### src/rtl/pipelined_adder.sv
// pipelined_adder -- parametrised, pipelined add/subtract unit.
//
// A BITSIZE-wide add (A+B+carry_i) or subtract (A-B) is split into STAGES
// chunks of CHUNK = BITSIZE/STAGES bits. Each stage ripple-adds one chunk and
// registers the chunk carry for the next stage, so one chunk is resolved per
// cycle. Operands still waiting for their chunk are skewed forward alongside
// the partial result. All stages advance in lock-step when the output side can
// take a new value (no bubble compression).
//
// Optional feature: define PIPELINED_ADDER_SAT_EN to clamp the result to the
// signed range on overflow (clamp direction follows the sign of A). Without
// it the result wraps modulo 2^BITSIZE.
//
// Ports:
//   clk          clock, rising edge
//   rstn_i       asynchronous active-low reset
//   flush_i      synchronous drop of every in-flight operation
//   valid_i      operands valid          ready_o     operands accepted this cycle
//   A_i, B_i     operands                sub_i       1: A-B, 0: A+B+carry_i
//   carry_i      carry-in for add (ignored on subtract)
//   valid_o      result valid            ready_i     consumer takes result
//   R_o          result                  carry_o     unsigned carry-out (sub: 1 = no borrow)
//   overflow_o   signed overflow
module pipelined_adder #(
  parameter int BITSIZE = 64,
  parameter int STAGES  = 4
) (
  input  logic               clk,
  input  logic               rstn_i,
  input  logic               flush_i,
  input  logic               valid_i,
  output logic               ready_o,
  input  logic [BITSIZE-1:0] A_i,
  input  logic [BITSIZE-1:0] B_i,
  input  logic               sub_i,
  input  logic               carry_i,
  output logic               valid_o,
  input  logic               ready_i,
  output logic [BITSIZE-1:0] R_o,
  output logic               carry_o,
  output logic               overflow_o
);

  localparam int CHUNK = BITSIZE / STAGES;
  localparam int MSB   = BITSIZE - 1;
  // Intermediate register count; kept at least 1 so STAGES=1 still elaborates.
  localparam int MID   = (STAGES > 1) ? STAGES - 1 : 1;

  // Per-stage state: original A, effective B (already inverted for subtract),
  // partial result (lower chunks filled in), and carry into the next chunk.
  typedef struct packed {
    logic [BITSIZE-1:0] a;
    logic [BITSIZE-1:0] b;
    logic [BITSIZE-1:0] r;
    logic               c;
  } stage_t;

  // Ripple-add chunk k of a and b with the incoming carry.
  function automatic stage_t add_chunk(input stage_t s, input int k);
    stage_t         o;
    logic [CHUNK:0] sum;
    o   = s;
    sum = {1'b0, s.a[k*CHUNK +: CHUNK]} + {1'b0, s.b[k*CHUNK +: CHUNK]}
          + {{CHUNK{1'b0}}, s.c};
    o.r[k*CHUNK +: CHUNK] = sum[CHUNK-1:0];
    o.c = sum[CHUNK];
    return o;
  endfunction

`ifdef PIPELINED_ADDER_SAT_EN
  // Clamp towards the sign of A: same-sign add or opposite-sign subtract can
  // only overflow away from A's sign.
  function automatic logic [BITSIZE-1:0] saturate(input logic [BITSIZE-1:0] r,
                                                  input logic              ovf,
                                                  input logic              a_sign);
    if (!ovf)   return r;
    if (a_sign) return {1'b1, {(BITSIZE-1){1'b0}}};
    return {1'b0, {(BITSIZE-1){1'b1}}};
  endfunction
`endif

  logic   adv;
  stage_t st_in  [STAGES];
  stage_t st_out [STAGES];
  logic   vld_in [STAGES];
  stage_t st_p   [MID];
  logic   vld_p  [MID];

  assign adv     = ~valid_o | ready_i;
  assign ready_o = adv;

  // Stage 0 input: subtract is A + ~B + 1.
  assign st_in[0]  = {A_i, (sub_i ? ~B_i : B_i), {BITSIZE{1'b0}}, (sub_i | carry_i)};
  assign vld_in[0] = valid_i;

  for (genvar k = 0; k < STAGES; k++) begin : g_chunk
    assign st_out[k] = add_chunk(st_in[k], k);
  end

  // ---- stage k -> stage k+1 boundary ----
  for (genvar k = 0; k < STAGES - 1; k++) begin : g_stage
    always_ff @(posedge clk or negedge rstn_i) begin
      if (!rstn_i)      vld_p[k] <= 1'b0;
      else if (flush_i) vld_p[k] <= 1'b0;
      else if (adv)     vld_p[k] <= vld_in[k];
    end

    always_ff @(posedge clk) begin
      if (adv) st_p[k] <= st_out[k];
    end

    assign st_in[k+1]  = st_p[k];
    assign vld_in[k+1] = vld_p[k];
  end

  logic               msb_cin;
  logic               ovf;
  logic [BITSIZE-1:0] res;

  // Carry into the MSB is recovered from the MSB sum bit: s = a ^ b ^ cin.
  assign msb_cin = st_out[STAGES-1].a[MSB] ^ st_out[STAGES-1].b[MSB] ^ st_out[STAGES-1].r[MSB];
  assign ovf     = msb_cin ^ st_out[STAGES-1].c;

`ifdef PIPELINED_ADDER_SAT_EN
  assign res = saturate(st_out[STAGES-1].r, ovf, st_out[STAGES-1].a[MSB]);
`else
  assign res = st_out[STAGES-1].r;
`endif

  // ---- final stage -> output register boundary ----
  always_ff @(posedge clk or negedge rstn_i) begin
    if (!rstn_i) begin
      valid_o    <= 1'b0;
      R_o        <= '0;
      carry_o    <= 1'b0;
      overflow_o <= 1'b0;
    end else begin
      if (flush_i)  valid_o <= 1'b0;
      else if (adv) valid_o <= vld_in[STAGES-1];
      if (adv) begin
        R_o        <= res;
        carry_o    <= st_out[STAGES-1].c;
        overflow_o <= ovf;
      end
    end
  end

endmodule

### config.mk
export PLATFORM = sky130hd
export DESIGN_NAME = pipelined_adder
export DESIGN_NICKNAME = d
export VERILOG_FILES = /design/src/rtl/pipelined_adder.sv
export SDC_FILE = /design/constraint.sdc
export NUM_CORES = 1
export LEC_CHECK = 0
export ABC_AREA = 0
export CORE_ASPECT_RATIO = 1.4
export CORE_UTILIZATION = 40
export CTS_CLUSTER_SIZE = 24
export DETAILED_ROUTE_END_ITERATION = 8
export HOLD_SLACK_MARGIN = 0.12
export PLACE_DENSITY = 0.69
export REMOVE_ABC_BUFFERS = 1
export SLEW_MARGIN = 20
export SYNTH_ARGS = -nofsm -noshare
export SYNTH_HDL_FRONTEND = slang
export SYNTH_SLANG_ARGS = --single-unit
### constraint.sdc
create_clock -name clk -period 16.1 [get_ports clk]
set_clock_uncertainty 0.05 [all_clocks]
set_input_delay 3.22 -clock clk [delete_from_list [all_inputs] [get_ports clk]]
set_output_delay 3.22 -clock clk [all_outputs]
set_load 0.01 [all_outputs]
==> results of run 1 <==
worst min-delay path by stage:
stage | endpoint | slack, ns | cells after the start
6_report | st_p[0][357] | 0.36 | 0
5_1_grt | st_p[0][358] | 0.36 | 0
2_1_floorplan | st_p[0][194] | 0.35 | 0
3_5_place_dp | st_p[0][294] | 0.35 | 0
3_3_place_gp | st_p[0][501] | 0.35 | 0
4_1_cts | st_p[0][357] | 0.36 | 0
cells by family after synthesis:
group,Yosys count,share of synthesized area
buffers and inverters,47,0.01188
adder cells (fa/ha/maj),68,0.06132
AO/OA/AOI/OAI,172,0.07648
multiplexers,2,0.001348
AND/OR/NAND/NOR,274,0.07799
XOR/XNOR,110,0.06485
flip-flops,361,0.7061
metrics by stage:
stage	util	std cells
after global routing	0.5094	1749
final	0.5094	1749
after CTS	0.5087	1748
after detailed placement	0.4752	1683
after global placement	0.4752	1683
after floorplan	-	1008
state kept, by name (all words and copies together) (netlist names):
register / cells
vld_in: 3
carry_o: 1
st_p: 291
valid_o: 1
R_o: 64
overflow_o: 1
power by group:
group          switching, uW  total, uW  internal [uW]  leakage, uW
logic                    222        471            249      0.00298
clock network            343        863            520     0.000590
registers               71.2       1300           1220      0.00389
final cells by class:
type / count / area (sq um)
multi-input cells: 626 / 4197
flip-flops and latches: 361 / 10490
inverters: 21 / 86.33
well taps: 467 / 584.3
repair buffers: 209 / 2086
clock buffers: 48 / 997.2
fillers: 3081 / 17990
clock inverters: 17 / 232.7
cell usage in the layout, fill, tap and decap left out, types with 9 or more instances in the layout:
cell	instances
a21o_1	24
o21a_1	14
a21oi_1	45
nand2_1	184
xor2_1	79
edfxtp_1	291
nand3_1	10
clkdlybuf4s50_1	200
ha_1	60
dfrtp_1	70
nor3_1	9
xnor2_1	31
inv_1	20
clkbuf_16	37
o21bai_1	10
nor2_1	37
o21ai_0	33
layer usage:
layer | vias up | wire (um) | global-route usage
met2 | 199 | 14220 | 0.2588
met1 | 4077 | 10110 | 0.1574
li1 | 4184 | - | -
met4 | 0 | 905 | 0.06107
met5 | - | 0 | 0
met3 | 59 | 1599 | 0.03698
==> qor.yml, run 1 <==
outcome:
  outcome: "completed"
synth:
  syn_inst: 1034
  async_flop_share: 0.1939
  yosysWarnings: 0
  yosysSeqAreaShare: 0.7061
  synth_largest_area_cell: "edfxtp_1"
  syn_area_sq_mm: 0.01486
  synth_area_per_cell_sq_um: 14.37
  synth-seq-cells: 361
  synth.cells.most_frequent: "291 x edfxtp_1, 184 x nand2_1, 79 x xor2_1, 70 x dfrtp_1, 60 x ha_1"
  synthDominantCellAreaShare: 0.5882
  yosys_most_used_dff: "edfxtp_1"
  netlist_top_cells_area: "edfxtp_1 59%, dfrtp_1 12%, ha_1 5.1%"
  yosysMostFrequentCell: "edfxtp_1"
  synth_cell_types: 56
  synth_edf_count: 291
clock_network:
  cts_hold_buf: 0
  h-tree-depth: 2
  clk_pin_slew_ns: 0.07
  ctsRootBufferMaster: "clkbuf_16"
  insertion_delay_ns: 0.52
  cts_sinks: 361
  cts_tree: "built"
  cts_buffers: 37
  post-cts-setup-buffer-count: 0
  cts_buffer_depth: 3
  post_cts_resized: 0
floorplan:
  fp.dieH_um: 230.0
  core_sq_mm: 0.03666
  rows: 83
  die_area_sq_mm: 0.03792
  die_x_um: 164.9
  start_util: 0.4052
  num_io_pins: 203
min_path:
  worstHoldPathType: "register to register"
  hold_start: "st_p[0][164]"
sta:
  fmax_ghz: 0.1171
  period_share: 0.5303
  tightest_slew_ns: 0.9635
  fin_tns_setup_ns: 0
  grt_setup_unrepaired: "no"
  finalMaxSlewViolations: 0
  whs_ns: 0.3562
  setup_viol: 0
  fin_crit_ns: 8.538
  hold_violations: 0
  fin_ws_ns: 7.562
  slew_headroom: 0.3576
grt:
  grt_pass1_vias: 8654
  overflow: 0
  antenna_found_initial: 0
  grt_pass1_wl_um: 42470
  grt_max_degree: 104
  track_usage: 0.1438
final_layout:
  antenna_cells: 0
  drive_above_1_share: 0.06396
  finalInstanceArea_sq_mm: 0.01867
  areaGrowthSynthToFinish_pct: 25.70
  nNetsFinal: 1459
power_and_ir_drop:
  total_power_uw: 2630
  ir_drop_uv: 78.90
  p_leak_uw: 0.007461
  power.density_mw_per_mm2: 140.8
place:
  place_congestion: 0.8205
  dpl_cell_area_sq_mm: 0.01742
  portBuffers: 202
  hpwl_um: 17980
  post-place-ws_ns: 7.524
setup_path:
  critPathLaunch: "ready_i"
  rr_worst_depth: 5
  crit_cells: 5
  worstSetupPathType: "primary input to output port"
  critPathCapture: "ready_o"
  path_cells: "clkdlybuf4s50_1 -> nor2b_4 -> buf_4 -> inv_8 -> clkdlybuf4s50_1"
  cp_slowest_cell: "clkdlybuf4s50_1"
  cpMostUsedCell: "clkdlybuf4s50_1"
  crit_required_ns: 12.83
  path_delay_family: "buffers and inverters"
  crit_arrival_ns: 5.27
  slowest_delay_ns: 0.66
  worstPathMaxFanout: 103
  rrSetupSlack_ns: 12.76
  startpoint_type: "primary input"
  crit_path_end_kind: "output port"
  r2r_start: "valid_o"
  r2r-end: "st_p[0][403]"
  cp_num_buf_inv: 4
drt:
  ant_nets: 0
  drt_pass1_iterations: 5
  wl_per_cell_um: 15.34
  vias: 8519
  wl_um: 26830
  viasPerCell: 4.871
  drt_iter0_drc: 443
  drc: 0
run:
  cap_violations: 0
(Power assumes the default switching activity.)
==> run 2, diff against run 1 <==
--- a/config.mk
+++ b/config.mk
@@ -11,7 +11,7 @@
 export CTS_CLUSTER_SIZE = 24
 export DETAILED_ROUTE_END_ITERATION = 8
 export HOLD_SLACK_MARGIN = 0.12
-export PLACE_DENSITY = 0.69
+export PLACE_DENSITY = 0.72
 export REMOVE_ABC_BUFFERS = 1
 export SLEW_MARGIN = 20
 export SYNTH_ARGS = -nofsm -noshare
==> constraint.sdc (replaced) <==
create_clock -name clk -period 7.75 [get_ports clk]
set_clock_uncertainty 0.05 [all_clocks]
set_input_delay 1.55 -clock clk [delete_from_list [all_inputs] [get_ports clk]]
set_output_delay 1.55 -clock clk [all_outputs]
set_load 0.01 [all_outputs]
==> run 2 against run 1 <==
  * Final cell count decreased by 0.17%
  * Non-clock buffer count decreased by 2
  * Hold slack improved by 0.0076 ns
  * First-iteration DRC count increased by 6.8%
  * Sequential power increased by 110%
  * Critical endpoint unchanged
==> qor.yml, run 2 (synthesis results as in run 1) <==
setup_path:
  rrSetupSlack_ns: 4.39
  critPathLaunch: "ready_i"
  r2r-end: "st_p[0][430]"
  crit_path_end_kind: "output port"
  crit_required_ns: 6.15
  worstSetupPathType: "primary input to output port"
  crit_arrival_ns: 3.33
  startpoint_type: "primary input"
  worstPathMaxFanout: 130
  r2r_start: "valid_o"
  rr_worst_depth: 4
  critPathCapture: "ready_o"
final_layout:
  layout_commonest_cell: "edfxtp_1"
  mostFrequentLayoutCells: "291 x edfxtp_1, 200 x clkdlybuf4s50_1, 184 x nand2_1"
  nNetsFinal: 1456
  regMostFlops: "st_p"
  layoutNonFillerInstCount: 1746
  antenna_cells: 0
  finalInstanceArea_sq_mm: 0.01858
  fillers: 3092
  areaGrowthSynthToFinish_pct: 25.07
  largest_reg_flops: 291
  drive_above_1_share: 0.05864
outcome:
  outcome: "completed"
power_and_ir_drop:
  ir_drop_uv: 221.9
  power.density_mw_per_mm2: 289.3
  p_leak_uw: 0.007429
  total_power_uw: 5374
sta:
  fin_crit_ns: 4.926
  fmax_ghz: 0.2030
  fin_tns_setup_ns: 0
  hold_violations: 0
  tightest_slew_ns: 0.9839
  slew_headroom: 0.3441
  finalMaxSlewViolations: 0
  grt_setup_unrepaired: "no"
  setup_viol: 0
  period_share: 0.6356
run:
  cap_violations: 0
min_path:
  hold_depth: 0
  worstHoldPathType: "register to register"
clock_network:
  h-tree-depth: 2
  cts_tree: "built"
  cts_sinks: 361
  ctsRootBufferMaster: "clkbuf_16"
  post-cts-setup-buffer-count: 0
  cts_buffers: 36
  cts_buffer_depth: 3
  post_cts_resized: 0
  insertion_delay_ns: 0.51
  cts_hold_buf: 0
  clk_pin_slew_ns: 0.06
floorplan:
  die_x_um: 164.9
  core_sq_mm: 0.03666
  rows: 83
  num_io_pins: 203
  die_area_sq_mm: 0.03792
  fp.dieH_um: 230.0
  start_util: 0.4052
drt:
  drt_pass1_iterations: 4
  vias: 8497
  drc: 0
  wl_per_cell_um: 15.16
  wl_um: 26470
  ant_nets: 0
  drt_iter0_drc: 473
  viasPerCell: 4.867
place:
  hpwl_um: 17660
  portBuffers: 202
  dpl_cell_area_sq_mm: 0.01741
  place_congestion: 0.8769
  placed_cells: 1682
grt:
  grt_pass1_wl_um: 41910
  grt_pass1_vias: 8466
  antenna_found_initial: 0
  grt_max_degree: 131
  overflow: 0
  track_usage: 0.1416
[run 2: changes by cell type in the layout (fill, tap and decap cells not counted), sizes merged]
cell      delta
clkinv       +9
clkbuf       -4
clkinvlp     -4
buf          -2
bufinv       -1
inv          -1
[run 2: power by group]
group | total (uW) | leakage (uW) | switching [uW] | internal, uW
Clock | 1710 | 0.000574 | 693 | 1020
Combinational | 977 | 0.00296 | 461 | 516
Sequential | 2690 | 0.00389 | 142 | 2540
[run 2: layer usage]
layer | vias to the layer above | share of wire | wire length [um] | track usage
li1 | 4184 | - | - | -
met1 | 4070 | 0.39 | 10450 | 0.1623
met2 | 197 | 0.52 | 13880 | 0.2535
met3 | 46 | 0.054 | 1430 | 0.03139
met4 | 0 | 0.026 | 699 | 0.05333
met5 | - | 0 | 0 | 0
[run 2: through the flow]
step | setup slack [ns] | hold slack [ns] | utilization
after floorplan | -5.225 | 0.3503 | -
after global placement | 2.751 | 0.3507 | 0.4750
after detailed placement | 2.704 | 0.3545 | 0.4750
after CTS | 2.732 | 0.3661 | 0.5067
after global routing | 2.672 | 0.3709 | 0.5068
final | 2.824 | 0.3638 | 0.5068
[run 2: critical path: stages]
cell and delay, ns:
clkdlybuf4s50_1 0.50, nor2b_4 0.07, inv_8 0.53, clkdlybuf4s50_1 0.68
[run 2: worst min-delay path by stage]
stage                 startpoint      endpoint  slack, ns
floorplan             st_p[0][1]  st_p[0][194]       0.35
global placement      st_p[0][7]  st_p[0][200]       0.35
detailed placement    st_p[0][6]  st_p[0][199]       0.35
CTS                 st_p[0][104]  st_p[0][297]       0.37
global route        st_p[0][212]  st_p[0][405]       0.37
finish               st_p[0][97]  st_p[0][290]       0.36
[run 2: cell type report]
cell class / count / area (sq um) / share of cell area
flip-flops and latches: 361 / 10490 / 0.5646
well taps: 467 / 584.3 / 0.03145
repair buffers: 207 / 2058 / 0.1108
inverters: 21 / 86.33 / 0.004646
clock buffers: 44 / 962.2 / 0.05178
multi-input cells: 626 / 4197 / 0.2259
clock inverters: 20 / 202.7 / 0.01091
==> run 3, diff against run 2 <==
--- a/config.mk
+++ b/config.mk
@@ -11,7 +11,7 @@
 export CTS_CLUSTER_SIZE = 24
 export DETAILED_ROUTE_END_ITERATION = 8
 export HOLD_SLACK_MARGIN = 0.12
-export PLACE_DENSITY = 0.72
+export PLACE_DENSITY = 0.69
 export REMOVE_ABC_BUFFERS = 1
 export SLEW_MARGIN = 20
 export SYNTH_ARGS = -nofsm -noshare
==> constraint.sdc (replaced) <==
create_clock -name clk -period 4.6 [get_ports clk]
set_clock_uncertainty 0.05 [all_clocks]
set_input_delay 0.92 -clock clk [delete_from_list [all_inputs] [get_ports clk]]
set_output_delay 0.92 -clock clk [all_outputs]
set_load 0.01 [all_outputs]
==> run 3 against run 2 <==
  * Final cell count is 0.34% higher
  * Combinational power is 69% higher
  * Global-route usage hardly changed
  * Wire length is 0.15% higher
  * Die area stayed put
  * Flip-flop and latch count stayed put
  * Highest routed layer unchanged
==> qor.yml, run 3 (synthesis results as in run 1) <==
setup_path:
  slowest_delay_ns: 0.63
  crit_path_end_kind: "output port"
  path_cells: "clkdlybuf4s50_1 -> nor2b_4 -> inv_8 -> clkdlybuf4s50_1"
  worstPathMaxFanout: 72
  crit_arrival_ns: 2.47
  worstSetupPathType: "primary input to output port"
  cpMostUsedCell: "clkdlybuf4s50_1"
  startpoint_type: "primary input"
  crit_required_ns: 3.63
  cp_slowest_cell: "clkdlybuf4s50_1"
clock_network:
  post-cts-setup-buffer-count: 0
  clk_pin_slew_ns: 0.06
  cts_buffer_depth: 3
  cts_hold_buf: 0
  cts_sinks: 361
  insertion_delay_ns: 0.52
  post_cts_resized: 0
  cts_buffers: 37
  cts_tree: "built"
  h-tree-depth: 2
  ctsRootBufferMaster: "clkbuf_16"
final_layout:
  drive_above_1_share: 0.06304
  fillers: 3121
  nNetsFinal: 1459
  finalInstanceArea_sq_mm: 0.01871
  layout_commonest_cell: "edfxtp_1"
  multi_input_area_sq_mm: 0.004197
  fin_util: 0.5103
  mostFrequentLayoutCells: "291 x edfxtp_1, 200 x clkdlybuf4s50_1, 184 x nand2_1"
  largest_reg_flops: 291
  regMostFlops: "st_p"
  antenna_cells: 0
  areaGrowthSynthToFinish_pct: 25.92
  register_area_sq_mm: 0.01049
floorplan:
  die_x_um: 164.9
  core_sq_mm: 0.03666
  num_io_pins: 203
  fp.dieH_um: 230.0
  die_area_sq_mm: 0.03792
  rows: 83
  start_util: 0.4052
drt:
  drc: 0
  vias: 8495
  drt_iter0_drc: 391
  drt_pass1_iterations: 4
  wl_per_cell_um: 15.13
  viasPerCell: 4.849
  wl_um: 26510
  ant_nets: 0
sta:
  setup_viol: 0
  slew_headroom: 0.3936
  period_share: 0.7483
  fin_ws_ns: 1.158
  hold_violations: 0
  finalMaxSlewViolations: 0
  grt_setup_unrepaired: "no"
  tightest_slew_ns: 0.9096
  fin_crit_ns: 3.442
  fin_tns_setup_ns: 0
  fmax_ghz: 0.2905
power_and_ir_drop:
  total_power_uw: 9241
  power.density_mw_per_mm2: 494.1
  p_leak_uw: 0.007491
  ir_drop_uv: 587.0
place:
  place_congestion: 0.8452
  portBuffers: 202
  dpl_cell_area_sq_mm: 0.01743
  post-place-ws_ns: 0.8538
  hpwl_um: 17440
run:
  cap_violations: 0
grt:
  grt_max_degree: 135
  track_usage: 0.1418
  grt_pass1_wl_um: 42340
  overflow: 0
  grt_pass1_vias: 8739
  antenna_found_initial: 0
min_path:
  worstHoldPathType: "primary input to async pin"
outcome:
  outcome: "completed"
run 3: per-stage QoR:
stage	hold WS, ns	cells
after CTS	0.3575	1751
after global routing	0.3186	1752
final	0.3042	1752
after detailed placement	0.3545	1683
after floorplan	0.3503	1008
after global placement	0.3504	1683
run 3: final cells by class:
type                            count  area share
Tap cell                          467     0.03124
Clock buffer                       52     0.05532
Clock inverter                     16     0.01171
Timing Repair Buffer              209      0.1120
Multi-Input combinational cell    626      0.2243
Sequential cell                   361      0.5608
Inverter                           21    0.004615
run 3: path summary, 6_finish.rpt:
kind / startpoint / endpoint / slack (ns) / cells past startpoint
setup / recovery: ready_i / ready_o / 1.16 / 4
hold / removal: rstn_i / R_o[62] / 0.30 / 1
setup reg to reg: st_p[0][0] / st_p[0][193] / 1.64 / 8
hold reg to reg: st_p[0][220] / st_p[0][413] / 0.36 / 0
max in group asynchronous: rstn_i / R_o[1] / 3.59 / 2
min in group clk: st_p[0][220] / st_p[0][413] / 0.36 / 0
run 3: power by group:
group,total [uW],internal [uW],switching [uW]
registers,4530,4290,242
logic,1650,872,777
clock network,3060,1870,1200
run 3: worst max-delay path, delay by kind of cell:
family | cells | cell delay (ns)
and+or+nand+nor | 1 | 0.07
buffers and inverters | 3 | 1.46
run 3: per-layer routing:
metal  vias up  global-route usage  part of all wire
met4         0             0.06193             0.032
met1      4050              0.1594              0.40
li1       4185                   -                 -
met2       203              0.2533              0.52
met3        57             0.03157             0.052
met5         -                   0                 0
